`config.mk`:
```
export PLATFORM = sky130hd
export DESIGN_NAME = dma_priority_resolver
export DESIGN_NICKNAME = d
export VERILOG_FILES = /design/src/rtl/dma_priority_resolver.sv
export SDC_FILE = /design/constraint.sdc
export NUM_CORES = 1
export LEC_CHECK = 0
export ABC_AREA = 1
export ABC_CLOCK_PERIOD_IN_PS = 1800
export CAP_MARGIN = 20
export CORE_MARGIN = 1.5
export CORE_UTILIZATION = 39
export DETAILED_ROUTE_END_ITERATION = 6
export PLACE_DENSITY_LB_ADDON = 0.25
export SYNTH_ARGS = -nofsm -noshare
export SYNTH_HDL_FRONTEND = slang
export SYNTH_SLANG_ARGS = --single-unit
```
`constraint.sdc`:
```
create_clock -name CLK -period 1.8 [get_ports CLK]
set_input_delay 0.18 -clock CLK [delete_from_list [all_inputs] [get_ports CLK]]
set_output_delay 0.18 -clock CLK [all_outputs]
set_load 0.005 [all_outputs]
```
`src/rtl/dma_priority_resolver.sv`:
```
// DMA channel priority resolver: HRQ/HLDA handshake, fixed or rotating arbitration, grant held until serviceDone (no backpressure path).
// Latency: HRQ 1 cycle after a request, DACK 1 cycle after HLDA; defining DMA_DREQ_SYNC_EN adds a 2-flop DREQ synchronizer (+2 cycles).
module dma_priority_resolver #(
    parameter int NUM_CH = 4
) (
    input  logic              CLK,
    input  logic              RESET,
    input  logic [NUM_CH-1:0] DREQ,
    input  logic              HLDA,
    input  logic [7:0]        commandReg,
    input  logic [7:0]        requestReg,
    input  logic [7:0]        maskReg,
    input  logic              serviceDone,
    output logic              HRQ,
    output logic [NUM_CH-1:0] DACK,
    output logic              grantValid,
    output logic [1:0]        grantChannel,
    output logic [NUM_CH-1:0] pendingReq
);

    localparam logic [1:0] ST_IDLE = 2'd0;
    localparam logic [1:0] ST_REQ  = 2'd1;
    localparam logic [1:0] ST_GNT  = 2'd2;
    localparam logic [1:0] ST_REL  = 2'd3;

    logic [1:0]        state_q, state_d;
    logic [1:0]        hi_ptr_q, hi_ptr_d;
    logic [1:0]        grant_ch_q, grant_ch_d;
    logic [NUM_CH-1:0] dreq_raw;
    logic [NUM_CH-1:0] dreq_act;
    logic [NUM_CH-1:0] eff_req;
    logic              any_req;
    logic              arb_found;
    logic [1:0]        arb_ch;
    logic              unused_bits;

    assign unused_bits = &{1'b0, commandReg[5], commandReg[3], commandReg[1:0],
                           requestReg[7:4], maskReg[7:4]};

`ifdef DMA_DREQ_SYNC_EN
    logic [NUM_CH-1:0] sync_meta_q, sync_meta_d;
    logic [NUM_CH-1:0] dreq_sync_q, dreq_sync_d;

    always_comb begin
        sync_meta_d = DREQ;
        dreq_sync_d = sync_meta_q;
    end

    // Reset to the pin's inactive level so no phantom request appears after reset.
    always_ff @(posedge CLK) begin
        if (RESET) begin
            sync_meta_q <= {NUM_CH{commandReg[6]}};
            dreq_sync_q <= {NUM_CH{commandReg[6]}};
        end else begin
            sync_meta_q <= sync_meta_d;
            dreq_sync_q <= dreq_sync_d;
        end
    end

    assign dreq_raw = dreq_sync_q;
`else
    assign dreq_raw = DREQ;
`endif

    assign dreq_act   = dreq_raw ^ {NUM_CH{commandReg[6]}};
    assign eff_req    = (dreq_act & ~maskReg[NUM_CH-1:0]) | requestReg[NUM_CH-1:0];
    assign any_req    = |eff_req;
    assign pendingReq = eff_req;

    // Scan from hi_ptr upward with wrap; first requesting channel wins.
    always_comb begin
        logic [1:0] idx;
        idx       = '0;
        arb_found = 1'b0;
        arb_ch    = hi_ptr_q;
        for (int k = 0; k < NUM_CH; k++) begin
            idx = hi_ptr_q + 2'(k);
            if (!arb_found && eff_req[idx]) begin
                arb_found = 1'b1;
                arb_ch    = idx;
            end
        end
    end

    always_comb begin
        state_d    = state_q;
        grant_ch_d = grant_ch_q;
        case (state_q)
            ST_IDLE: begin
                if (any_req && !commandReg[2]) begin
                    state_d = ST_REQ;
                end
            end
            ST_REQ: begin
                if (HLDA && any_req) begin
                    state_d    = ST_GNT;
                    grant_ch_d = arb_ch;
                end else if (HLDA) begin
                    state_d = ST_REL;
                end else if (!any_req) begin
                    state_d = ST_IDLE;
                end
            end
            ST_GNT: begin
                if (serviceDone) begin
                    state_d = ST_REL;
                end else if (!HLDA) begin
                    state_d = ST_IDLE;
                end
            end
            ST_REL: begin
                if (!HLDA) begin
                    state_d = ST_IDLE;
                end
            end
            default: state_d = ST_IDLE;
        endcase
    end

    always_comb begin
        hi_ptr_d = hi_ptr_q;
        if (!commandReg[4]) begin
            hi_ptr_d = 2'd0;
        end else if (state_q == ST_GNT && serviceDone) begin
            hi_ptr_d = grant_ch_q + 2'd1;
        end
    end

    always_ff @(posedge CLK) begin
        if (RESET) begin
            state_q    <= ST_IDLE;
            hi_ptr_q   <= 2'd0;
            grant_ch_q <= 2'd0;
        end else begin
            state_q    <= state_d;
            hi_ptr_q   <= hi_ptr_d;
            grant_ch_q <= grant_ch_d;
        end
    end

    assign HRQ          = (state_q == ST_REQ) || (state_q == ST_GNT);
    assign grantValid   = (state_q == ST_GNT);
    assign grantChannel = grant_ch_q;

    // Pin polarity is applied after the state decode so a commandReg[7] flip is immediate.
    always_comb begin
        DACK = '0;
        for (int i = 0; i < NUM_CH; i++) begin
            DACK[i] = (grantValid && grant_ch_q == 2'(i)) ? commandReg[7] : ~commandReg[7];
        end
    end

endmodule

```
==> flow_summary.json <==
{
  "fillers": 191,
  "synth.top_cell.area_share": 0.201,
  "cts_buffer_depth": 2,
  "hold_buffers": 0,
  "finClkSkew_ns": 0.00320,
  "rsz0062_at_grt": "no",
  "utilization": 0.625,
  "dpl_worst_slack_ns": -0.181,
  "core_um2": 2000,
  "p_leak_nw": 0.630,
  "grt-ovfl-total": 0,
  "start_util": 0.420,
  "crit_chain": "clkdlybuf4s50_1, inv_1, nand2_1, nand3_2, nand2_2, buf_4, clkdlybuf4s50_1",
  "num_vias": 979,
  "dpl_cell_area_um2": 1200,
  "relSlewSlack": 0.807,
  "top_layer": "met4",
  "port_buffers": 31,
  "area_growth_pct": 48.8,
  "ant_nets": 0,
  "wl_met2_um": 1050,
  "drv_slew": 0,
  "crit_required_ns": 1.62,
  "drtPass1Iterations": 4,
  "antenna_found_initial": 0,
  "max_freq_ghz": 0.578,
  "ys_warn_count": 0,
  "fin_crit_sh": 0.962,
  "grt_pass1_wl_um": 3470,
  "cp.arrival_ns": 1.55,
  "synth_cell_types": 23,
  "die_x_um": 49.4,
  "grtUsageTotal": 0.180,
  "status": "completed",
  "max_cap_violations": 0,
  "critPathSlowestCell": "clkdlybuf4s50_1",
  "synthTopCellsByCount": "nand2_1 (45), inv_1 (20), nand3_1 (18)",
  "powerDensity_nw_per_um2": 651,
  "syn_area_um2": 841,
  "irDropWorstVdd_mv": 0.585,
  "synth-async-reset-ratio": 0,
  "n_antenna_cell": 0,
  "finalInstanceArea_um2": 1250,
  "layoutNonFillerInstCount": 203,
  "numCtsBuffers": 3,
  "synthTopCellsByArea": "nand2_1 (20%), dfxtp_1 (14%), ha_1 (13%)",
  "cts_root_buf": "clkbuf_4",
  "routedWlPerCell_um": 10.6,
  "dp_cells": 200,
  "register_area_um2": 129,
  "route.detailed.drc": 0,
  "whs_ns": 0.534,
  "yosysSeqAreaShare": 0.143,
  "synth.largest_area_cell": "nand2_1",
  "gp_congestion": 0.788,
  "cpPeakStageDelay_ns": 0.49,
  "cpMostUsedCell": "clkdlybuf4s50_1",
  "synth_cells": 139,
  "hold_class": "input port to flop",
  "ys.flop_type": "dfxtp_1",
  "dp.final_hpwl_um": 1740,
  "grt_pass1_vias": 827,
  "ioPinCount": 44,
  "syn_area_per_cell_um2": 6.05,
  "crit_fanout": 3,
  "synth.most_common_cell": "nand2_1",
  "syn_nets": 180,
  "end_kind": "primary output",
  "routed_wl_um": 2160,
  "drt-initial-drc-count": 21,
  "synth_enable_flop_cells": 0,
  "tightest_slew_ns": 0.287,
  "wl_met3_um": 154,
  "die_area_um2": 2440,
  "clkSinkCount": 6,
  "die_h_um": 49.4,
  "routed_via_density": 4.82,
  "cts_tree": "done",
  "setup_tns_ns": 0,
  "hold_viol": 0,
  "ys_ff_latch": 6,
  "setup_viol": 0,
  "drive_gt1_frac": 0.159,
  "finalWorstSetupSlack_ns": 0.0691,
  "ctsHtreeMaxLevel": 1,
  "multi_input_area_um2": 634,
  "period_needed_ns": 1.73,
  "finalPower_mw": 0.814,
  "m1WireLength_um": 933,
  "critPathKind": "input port to primary output",
  "row_count": 16,
  "path_clk_slew_ns": 0.05,
  "startpoint_type": "input port",
  "clk_latency_ns": 0.25,
  "nets": 219,
  "grt_max_degree": 8,
  "cts_setup_buffers": 0
}
[final timing paths]
path | slack, ns | start | to | depth (start not counted)
max reg2reg | 0.29 | hi_ptr_q[0]$_SDFFE_PP0P_ | grantChannel[1]$_SDFFE_PP0P_ | 11
min reg2reg | 0.58 | state_q[1]$_SDFFE_PP0P_ | state_q[1]$_SDFFE_PP0P_ | 2
max | 0.07 | DREQ[1] | pendingReq[1] | 7
min | 0.53 | commandReg[4] | hi_ptr_q[0]$_SDFFE_PP0P_ | 3
[critical path, delay by kind of cell]
family,cells,cell delay [ns]
buffers and inverters,4,1.09
AND/OR/NAND/NOR,3,0.28
[where the power goes]
group          switching (mW)  total, mW  internal (mW)
Clock                  0.0528      0.129         0.0757
Sequential             0.0415      0.209          0.168
Combinational           0.236      0.476          0.240
Total                   0.331      0.814          0.484
[kinds of logic (layout without fill, tap and decap cells)]
| group | Yosys count | after routing | synth area share |
|---|---|---|---|
| simple gates | 84 | 84 | 0.467 |
| buf+inv | 25 | 62 | 0.121 |
| compound gates | 10 | 10 | 0.0744 |
| fa+ha+maj | 9 | 9 | 0.134 |
| flops | 6 | 6 | 0.143 |
| xor+xnor | 5 | 5 | 0.0610 |
[area by class of cell]
class | count | share of cell area
clock buffers | 3 | 0.0180
well taps | 27 | 0.0270
multi-input cells | 108 | 0.507
flip-flops and latches | 6 | 0.103
repair buffers | 35 | 0.273
inverters | 24 | 0.0720
[timing repair]
action	4_1_cts	5_1_grt
gates resized for setup	10	5
endpoints found under the hold margin	0	0
pin swaps	0	0
endpoints found under the setup margin	6	5
[per-layer routing]
layer  GRT usage  up-vias
li1            -      513
met2       0.318       37
met1       0.225      427
met4      0.0417        0
met3      0.0337        2
met5           0        -
[placed cells by master (no fill, tap or decap), drive strengths merged]
cell type / Yosys / final
buf: 1 / 4
dfxtp: 6 / 6
a21oi: 2 / 2
ha: 9 / 9
nor4: 1 / 1
xor2: 5 / 5
inv: 24 / 24
nand2: 47 / 47
nand3b: 2 / 2
a211oi: 2 / 2
nor2: 12 / 12
clkbuf: 0 / 3
dlymetal6s2s: 0 / 2
dlygate4sd2: 0 / 3
clkdlybuf4s50: 0 / 26
o211ai: 1 / 1
a31oi: 1 / 1
o21ai: 4 / 4
nand3: 22 / 22
[state kept, by name (all words and copies together) (netlist names)]
name          flops
hi_ptr_q          2
grantChannel      2
state_q           2
Power figures use the tool's default switching activity.
